[config.mk]
export PLATFORM = sky130hd
export DESIGN_NAME = imem_loader
export DESIGN_NICKNAME = d
export VERILOG_FILES = /design/src/rtl/imem_loader_pkg.sv /design/src/rtl/imem_loader_sum_acc.sv /design/src/rtl/imem_loader.sv
export SDC_FILE = /design/constraint.sdc
export NUM_CORES = 1
export LEC_CHECK = 0
export ABC_CLOCK_PERIOD_IN_PS = 4500
export BUFFER_PORTS_ARGS = -buffer_cell sky130_fd_sc_hd__buf_4
export CAP_MARGIN = 10
export CORE_ASPECT_RATIO = 2
export CORE_MARGIN = 3
export CORE_UTILIZATION = 59
export CTS_BUF_LIST = sky130_fd_sc_hd__clkbuf_16
export DETAILED_ROUTE_END_ITERATION = 7
export PLACE_DENSITY = 0.8
export SLEW_MARGIN = 30
export SYNTH_ARGS = -nofsm -noshare
export SYNTH_HDL_FRONTEND = slang
export SYNTH_HIERARCHICAL = 1
export SYNTH_SLANG_ARGS = --single-unit
[constraint.sdc]
create_clock -name clk -period 4.5 [get_ports clk]
set_input_delay 0.45 -clock clk [delete_from_list [all_inputs] [get_ports clk]]
set_output_delay 0.45 -clock clk [all_outputs]
set_load 0.01 [all_outputs]
[src/rtl/imem_loader_pkg.sv]
// Shared definitions for the instruction-memory loader.
//   ldState_t  : loader FSM state encoding
//   ADDR_W_DEF : default instruction memory address width (16-bit words)
//   WORD_W_DEF : default instruction word width
package imem_loader_pkg;

  localparam int ADDR_W_DEF = 20;
  localparam int WORD_W_DEF = 16;

  typedef enum logic [2:0] {
    LD_IDLE   = 3'd0,
    LD_LOAD   = 3'd1,
    LD_VERIFY = 3'd2,
    LD_DONE   = 3'd3,
    LD_ERROR  = 3'd4
  } ldState_t;

endpackage

[src/rtl/imem_loader_sum_acc.sv]
// ld_sum_acc: WORD_W modular accumulator.
//   clk    : clock
//   rst    : synchronous active-low reset (sum -> 0)
//   clr    : synchronous clear, wins over en
//   en     : add addend this cycle
//   addend : value to add
//   sum    : running sum mod 2^WORD_W
module ld_sum_acc #(
  parameter int WORD_W = 16
) (
  input  logic              clk,
  input  logic              rst,
  input  logic              clr,
  input  logic              en,
  input  logic [WORD_W-1:0] addend,
  output logic [WORD_W-1:0] sum
);

  always_ff @(posedge clk) begin
    if (!rst)     sum <= '0;
    else if (clr) sum <= '0;
    else if (en)  sum <= sum + addend;
  end

endmodule

[src/rtl/imem_loader.sv]
// imem_loader: writes a host word stream into instruction memory, reads it
// back, and releases the processor only when the read-back sum matches.
//   clk, rst          : clock, synchronous active-low reset
//   start             : begin a load (accepted in IDLE, DONE, ERROR)
//   base_addr         : first word address, sampled on accepted start
//   word_count        : number of words, sampled on accepted start
//   in_valid/in_ready : host word handshake, in_data is the word
//   mem_we/mem_addr/mem_wdata : memory write port (write lands on clk edge)
//   mem_rdata         : combinational read data for mem_addr
//   cpu_hold          : 1 holds Fetch in stall/reset
//   done, error       : load verified / range or checksum failure
//   checksum          : running sum of accepted words
module imem_loader
  import imem_loader_pkg::*;
#(
  parameter int ADDR_W = ADDR_W_DEF,
  parameter int WORD_W = WORD_W_DEF
) (
  input  logic              clk,
  input  logic              rst,
  input  logic              start,
  input  logic [ADDR_W-1:0] base_addr,
  input  logic [ADDR_W:0]   word_count,
  input  logic              in_valid,
  input  logic [WORD_W-1:0] in_data,
  output logic              in_ready,
  output logic              mem_we,
  output logic [31:0]       mem_addr,
  output logic [WORD_W-1:0] mem_wdata,
  input  logic [WORD_W-1:0] mem_rdata,
  output logic              cpu_hold,
  output logic              done,
  output logic              error,
  output logic [WORD_W-1:0] checksum
);

  // Range check is done two bits wider than the address so that neither
  // base+count nor the 2^ADDR_W limit can wrap.
  localparam logic [ADDR_W+1:0] MEM_WORDS = (ADDR_W+2)'(1) << ADDR_W;

  ldState_t          state, stateNxt;
  logic [ADDR_W-1:0] base;
  logic [ADDR_W:0]   count, idx;
  logic [WORD_W-1:0] wsum, rsum, rsumFinal;
  logic [ADDR_W+1:0] endAddr;
  logic [ADDR_W-1:0] curAddr;
  logic              startOk, rangeBad, lastIdx, hs, inVerify;

  assign startOk   = start && (state == LD_IDLE || state == LD_DONE || state == LD_ERROR);
  assign endAddr   = {2'b00, base_addr} + {1'b0, word_count};
  assign rangeBad  = endAddr > MEM_WORDS;
  assign lastIdx   = (idx == count - 1'b1);
  assign hs        = (state == LD_LOAD) && in_valid;
  assign inVerify  = (state == LD_VERIFY);
  // The last read word is not yet in rsum when the decision is made.
  assign rsumFinal = rsum + mem_rdata;
  // idx never exceeds count-1 < 2^ADDR_W, so the low bits suffice.
  assign curAddr   = base + idx[ADDR_W-1:0];

  // state register
  always_ff @(posedge clk) begin
    if (!rst) state <= LD_IDLE;
    else      state <= stateNxt;
  end

  // next state
  always_comb begin
    stateNxt = state;
    case (state)
      LD_IDLE, LD_DONE, LD_ERROR:
        if (start) begin
          if (word_count == '0) stateNxt = LD_DONE;
          else if (rangeBad)    stateNxt = LD_ERROR;
          else                  stateNxt = LD_LOAD;
        end
      LD_LOAD:   if (in_valid && lastIdx) stateNxt = LD_VERIFY;
      LD_VERIFY: if (lastIdx) stateNxt = (rsumFinal == wsum) ? LD_DONE : LD_ERROR;
      default:   stateNxt = LD_IDLE;
    endcase
  end

  // outputs, all decoded from registered state plus pass-through data
  always_comb begin
    in_ready  = (state == LD_LOAD);
    mem_we    = hs;
    mem_addr  = {{(32-ADDR_W){1'b0}}, curAddr};
    mem_wdata = in_data;
    cpu_hold  = (state != LD_DONE);
    done      = (state == LD_DONE);
    error     = (state == LD_ERROR);
    checksum  = wsum;
  end

  // base/count/idx datapath
  always_ff @(posedge clk) begin
    if (!rst) begin
      base  <= '0;
      count <= '0;
      idx   <= '0;
    end else if (startOk) begin
      base  <= base_addr;
      count <= word_count;
      idx   <= '0;
    end else if (hs || inVerify) begin
      idx   <= lastIdx ? '0 : idx + 1'b1;
    end
  end

  ld_sum_acc #(.WORD_W(WORD_W)) uWsum (
    .clk    (clk),
    .rst    (rst),
    .clr    (startOk),
    .en     (hs),
    .addend (in_data),
    .sum    (wsum)
  );

  ld_sum_acc #(.WORD_W(WORD_W)) uRsum (
    .clk    (clk),
    .rst    (rst),
    .clr    (startOk),
    .en     (inVerify),
    .addend (mem_rdata),
    .sum    (rsum)
  );

endmodule

==> metrics, run 1 <==
status finished clean; WHS Path Cells 3; Post-CTS Setup Inserts 0; Total Routing Usage GR about a third; Iter 0 DRT Violations 489; power per standard cell area between 200 and 250 nW/um^2; vias in the first global route ~9300; Final #Nets roughly 1500; final core utilization between 60 and 70%; Hold Crit Class primary input to flop; Filler cells 1432; Critical Path End mem_addr[18]; Final Skew approximately 11 ps; top cells by area, synth dfxtp_1, ha_1, nand2_1, xnor2_1, nor2_1; Relative slew margins a little over two fifths; H-tree depth 3; area delta synth->final 12.5%; boundary pin count about 150; chip height about 190 microns; worst-path cell chain ha_1 > inv_1 > fa_1 > nor2b_1 > o21ai_0 > a21boi_0 > o21ai_0 > a21oi_1 > nand4_1 > a31oi_1 > a41o_1 > o41ai_1 > xnor2_1 > buf_4; critical path buffer and inverter count 2; top cell family by delay on the critical path compound AO/OA/AOI/OAI gates; commonest non-fill, non-tap cell in the layout nand2_1; Finished Cell Area roughly 11000 sq um; RSZ-0062 raised after global routing no; via/cell ratio 6.28; Yosys reg bits 97; endpoints failing hold 0; maxcap violations 0; Critical Path RT 4050 ps; cell type with the largest total area after synthesis dfxtp_1; critical path class flop to output port; min-delay src base_addr[10]; share of cells above drive strength 1 between 10% and 20%; LEAKAGE approximately 0.0046 uW; Post-Syn Area per Cell 7.78 sq um; final WL slightly below 30 mm; Die Span X around 96 microns; ys flop type dfxtp_1; reg-to-reg startpoint count[1]$_SDFFE_PN0P_; unique cell type count in the Yosys netlist slightly above 90; GPL Wtd Cong 1.02; Yosys warning count 6; clk buf depth 2; post-synthesis sequential area ratio between 20% and 30%; Root Driver clkbuf_16; most frequent cells in the layout nand2_1, buf_4, nor2_1; global-route wire length before repair around 45 mm; core area ~16000 sq um; CP startpoint kind flop; cell depth of the worst setup path 14; EDFF count, synth 0; Worst setup startpoint idx[0]$_SDFFE_PP0P_; worst r2r dst idx[20]$_SDFFE_PP0P_; DR vias 9572; Routed wire per std cell 19.5 microns; largest net degree at the start of global routing 50; Cells after Synth 1224; VDD IR max 0.148 mV; CTS Sinks 97; later-pin clock latency in the skew report 360 ps; Setup crit end kind output port; Num CTS Buffers 9; Detailed Routing Iterations Pass 1 5; initial core utilization 60.4%; DRC 0; Max Fclk 246 MHz; Die ar. about 18000 sq um; clock-pin slew on the worst setup and hold paths roughly 70 ps; slowest CP cell dfxtp_1; CP Max Fanout 7; IO Port Bufs approximately 130; Mapped Area 9520 sq um; minimum setup slack among reg-to-reg paths 820 ps; CTS tree built; # rows between 60 and 70; CTS Hold Bufs 0; min Tclk post-route just over 4000 ps; fin. max-slew vios 0; max incr delay on CP approximately 460 ps; Synth top area share around 20%; part of the cycle the worst path needs between 90% and 100%; diode count 0; Worst Reg-to-Reg Cells 11; Async S/R FF share, synth 0%; slew of the pin with the lowest slew margin between 800 and 900 ps; grt ovf 0; initial antenna violation count 0; remaining antenna violation count after routing 0; post-DP HPWL 24.0 mm; area post-placement between 10000 and 15000 sq um; CTS resizes 0; TNS Setup 0 ps; final number of setup-violating endpoints 0; Critical Path Most Common Cell o21ai_0; critical path arrival approximately 3600 ps
[flip-flops by register name, summed over array words and instances (netlist names)]
register / flops
count: 21
idx: 21
base: 20
uRsum/sum: 16
uWsum/sum: 16
state: 3
[area by class of cell]
class                   count  area, sq um  area share, %
flip-flops and latches     97         1940           18.1
repair buffers            144         1080           10.1
clock buffers               9          225           2.10
clock inverters             7         30.0          0.280
inverters                  28          105          0.981
multi-input cells        1037         7080           66.1
well taps                 201          251           2.35
[synthesized netlist by cell type, types with 29 or more instances]
master,number
a21boi_0,43
a21oi_1,70
dfxtp_1,97
ha_1,86
mux2i_1,29
nand2_1,158
nand3_1,46
nor2_1,102
nor3_1,41
o21ai_0,45
xnor2_1,63
xor2_1,36
[report_power, final]
part           total (uW)  internal, uW  switching [uW]
Clock                 706           364             341
Combinational         760           314             445
Sequential            930           890            39.9
Total                2400          1570             827
[worst min-delay path by stage]
stage                                  to  slack, ps
global route        count[6]$_SDFFE_PN0P_        370
detailed placement  base[16]$_SDFFE_PN0P_        460
finish              base[10]$_SDFFE_PN0P_        370
global placement    base[13]$_SDFFE_PN0P_        460
CTS                  base[0]$_SDFFE_PN0P_        360
floorplan            base[0]$_SDFFE_PN0P_        450
[through the flow]
stage | std cells | total power (uW) | setup slack [ps] | hold slack, ps
2_1_floorplan | 1235 | 1460 | 595 | 448
3_3_place_gp | 1507 | 1680 | 148 | 457
3_5_place_dp | 1507 | 1690 | 83.5 | 464
4_1_cts | 1523 | 2390 | 431 | 362
5_1_grt | 1523 | 2500 | 185 | 372
6_report | 1523 | 2400 | 442 | 365
[layer usage]
layer | GRT usage (%) | part of all wire [%]
met5 | 0 | 0
met4 | 26.6 | 8.3
met3 | 3.92 | 4.4
met2 | 64.4 | 55
met1 | 28.7 | 32
[worst register-to-register path: stages, from the launching register on]
cell and delay (ps):
dfxtp_1 350, inv_1 110, ha_1 270, nor4b_2 640, nand2_1 300, a311o_1 350
a22oi_2 170, nand4_2 190, nor4_4 300, buf_4 180, a21o_1 550, nor2_1 130
[logic make-up after synthesis]
family | count (synthesis) | share of synthesized area, %
AOI/OAI and AO/OA | 317 | 23.9
xor gates and xnor gates | 99 | 9.11
adders and majority gates | 91 | 12.4
buffers and inverters | 101 | 5.70
DFF | 97 | 20.4
muxes | 30 | 3.17
other | 1 | 0.0394
and+or+nand+nor | 488 | 25.3
Power figures use the tool's default switching activity.
==> run 2: changes to the inputs <==
ABC_AREA = 1   (was not set)
==> run 2 against run 1 <==
Net effect:
- wire length is 2.1% higher
- worst setup slack better by 280 ps
- worst hold slack worse by 39 ps
- largest cell class unchanged
- sequential cell count stayed put
- design area is 4.9% higher
- critical path depth is 3 lower
==> metrics, run 2 <==
status finished clean; complex-gate fraction of the synthesized area 10.2% (-14 points); Iter 0 DRT Violations 373 (-24%); Die ar. 18500 sq um (+4.2%); remaining antenna violation count after routing 0 (unchanged); Max Fclk 265 MHz (+7.5%); post-DP HPWL 25.3 mm (+5.2%); most common cell in the netlist nand2_1; final WL 30.3 mm (+2.1%); CTS Hold Bufs 0 (unchanged); LEAKAGE 0.00619 uW (+36%); slew of the pin with the lowest slew margin 674 ps (-192 ps); Post-CTS Setup Inserts 0 (unchanged); power per standard cell area 235 nW/um^2 (+5.1%); Root Driver clkbuf_16; hold slack 326 ps (-39.3 ps); Mapped Area 9940 sq um (+4.4%); worst-path cell chain ha_1 > a21oi_1 > o21ai_0 > a21oi_1 > inv_1 > a21oi_1 > o21ai_0 > a21boi_0 > o21ai_0 > xor2_1 > buf_4; Hold Crit Class primary input to flop; top cell family by delay on the critical path compound AO/OA/AOI/OAI gates; Post-Syn Area per Cell 6.08 sq um (-22%); fin cells 1954 (+28%); grt ovf 0 (unchanged); Total Routing Usage GR 32.7% (-0.40 points); # rows 66 (+1.5%); Synth Area in XOR/XNOR 8.90% (-0.21 points); GPL Wtd Cong 0.928 (-8.9%); critical path class flop to output port; Synth top area share 19.5% (-0.85 points); mux contribution to synthesized area 0% (-3.2 points); later-pin clock latency in the skew report 360 ps (about the same); final number of setup-violating endpoints 0 (unchanged); slowest CP cell a21boi_0; DR vias 10547 (+10%); clock-pin slew on the worst setup and hold paths 70 ps (about the same); Relative slew margins 54.6% (+13 points); Setup crit end kind output port; commonest non-fill, non-tap cell in the layout nand2_1; maxcap violations 0 (unchanged); Filler cells 1616 (+13%); largest family of logic cells by synthesized area simple AND/OR/NAND/NOR gates; Final #Nets 1913 (+29%); most frequent cells in the layout nand2_1, nor2_1, inv_1; DRC 0 (unchanged); Num CTS Buffers 9 (unchanged); post-synthesis sequential area ratio 19.5% (-0.85 points); WHS Path Cells 3 (unchanged); cell depth of the worst setup path 11 (-3); Cells after Synth 1635 (+34%); Worst Reg-to-Reg Cells 15 (+4); share of cells above drive strength 1 11.4% (-3.9 points); Yosys reg bits 97 (unchanged); area delta synth->final 13.1%; Final Skew 6.11 ps (-5.30 ps); placed cell count 1938 (+29%); IO Port Bufs 133 (unchanged); Simple-Gate Fraction of Synth Area 36.9% (+12 points); Top Registers count: 21 flops, idx: 21 flops, base: 20 flops; largest net degree at the start of global routing 47 (-6.0%); critical path arrival 3330 ps (-280 ps); Critical Path RT 4050 ps (about the same); VDD IR max 0.156 mV (+5.5%); CP startpoint kind flop; cell type with the largest total area after synthesis dfxtp_1; critical path buffer and inverter count 2 (unchanged); Synth top cells by count nand2_1, nor2_1, inv_1; fin. max-slew vios 0 (unchanged); ys flop type dfxtp_1; Synth Area in Adders 11.8% (-0.52 points); Detailed Routing Iterations Pass 1 5 (unchanged); vias in the first global route 10611 (+14%); EDFF count, synth 0 (unchanged); part of the cycle the worst path needs 83.9% (-6.3 points); RSZ-0062 raised after global routing no; Die Span X 97.8 microns (+2.0%); Routed wire per std cell 15.5 microns (-20%); initial antenna violation count 0 (unchanged); core area 16400 sq um (+4.2%); global-route wire length before repair 48.6 mm (+7.5%); endpoints failing hold 0 (unchanged); H-tree depth 3 (unchanged); boundary pin count 146 (unchanged); unique cell type count in the Yosys netlist 46 (-49%); final core utilization 68.4% (+0.46 points); top cells by area, synth dfxtp_1, nand2_1, ha_1, nor2_1, inv_1; max incr delay on CP 470 ps (about the same); TNS Setup 0 ps (unchanged); chip height 190 microns (+2.1%); via/cell ratio 5.40 (-14%); CTS resizes 0 (unchanged); Yosys warning count 6 (unchanged); min Tclk post-route 3780 ps (-282 ps); clk buf depth 2 (unchanged); diode count 0 (unchanged); initial core utilization 60.5% (+0.13 points); CTS Sinks 97 (unchanged); CP Max Fanout 7 (unchanged); Async S/R FF share, synth 0% (unchanged); CTS tree built
[run 2: cell types whose count changed in the layout (fill, tap and decap cells not counted), moves of 13 or more]
cell	previous run	this run
inv_1	29	234
a211oi_1	15	2
o21ai_0	45	71
a21oi_1	70	84
mux2i_1	29	0
or3_1	15	0
nor2_1	102	238
nor3_1	41	21
a21boi_0	43	3
nand2_1	158	428
xnor2_1	63	34
xor2_1	36	67
nand3_1	46	91
nand2b_1	14	0
[run 2: cell type report]
| type | count | area [sq um] | share of cell area [%] |
|---|---|---|---|
| multi-input cells | 1251 | 6790 | 60.4 |
| flip-flops and latches | 97 | 1940 | 17.3 |
| repair buffers | 138 | 1040 | 9.22 |
| inverters | 248 | 932 | 8.29 |
| well taps | 204 | 255 | 2.27 |
| clock buffers | 9 | 225 | 2.00 |
| clock inverters | 7 | 62.6 | 0.557 |
[run 2: per-layer routing]
layer / share of wire (%) / GRT usage (%) / vias up / wire length (microns)
met3: 3.8 / 4.00 / 121 / 1140
met1: 33 / 27.8 / 4761 / 9880
met4: 7.9 / 23.9 / 0 / 2380
li1: - / - / 5377 / -
met5: 0 / 0 / - / 0
met2: 56 / 66.6 / 288 / 16900
[run 2: report_power, final]
group          switching, uW  total [uW]  internal (uW)
logic                    549         890            341
registers               55.7         967            911
clock network            357         782            426
[run 2: final timing paths]
path	startpoint	end	slack, ps
setup / recovery	idx[2]$_SDFFE_PP0P_	mem_addr[17]	720
hold / removal	base_addr[12]	base[12]$_SDFFE_PN0P_	330
setup reg to reg	count[0]$_SDFFE_PN0P_	idx[17]$_SDFFE_PP0P_	1650
hold reg to reg	uRsum/sum[0]$_SDFFE_PP0P_	uRsum/sum[0]$_SDFFE_PP0P_	520
[run 2: worst min-delay path, delay by kind of cell]
kind                   cells  cell delay [ps]
and+or+nand+nor            2              120
buffers and inverters      1               90
[run 2: per-stage QoR]
stage	cell area (sq um)	total power (uW)	worst slack, ps
3_5_place_dp	11000	1870	1160
6_report	11200	2640	724
2_1_floorplan	9980	1590	1890
3_3_place_gp	11000	1850	1200
5_1_grt	11200	2790	494
4_1_cts	11200	2640	768
[run 2: cells by family after synthesis]
family                     count (synthesis)
other                                      1
xor gates and xnor gates                 101
buffers and inverters                    298
AOI/OAI and AO/OA                        188
adders and majority gates                 91
DFF                                       97
and+or+nand+nor                          859
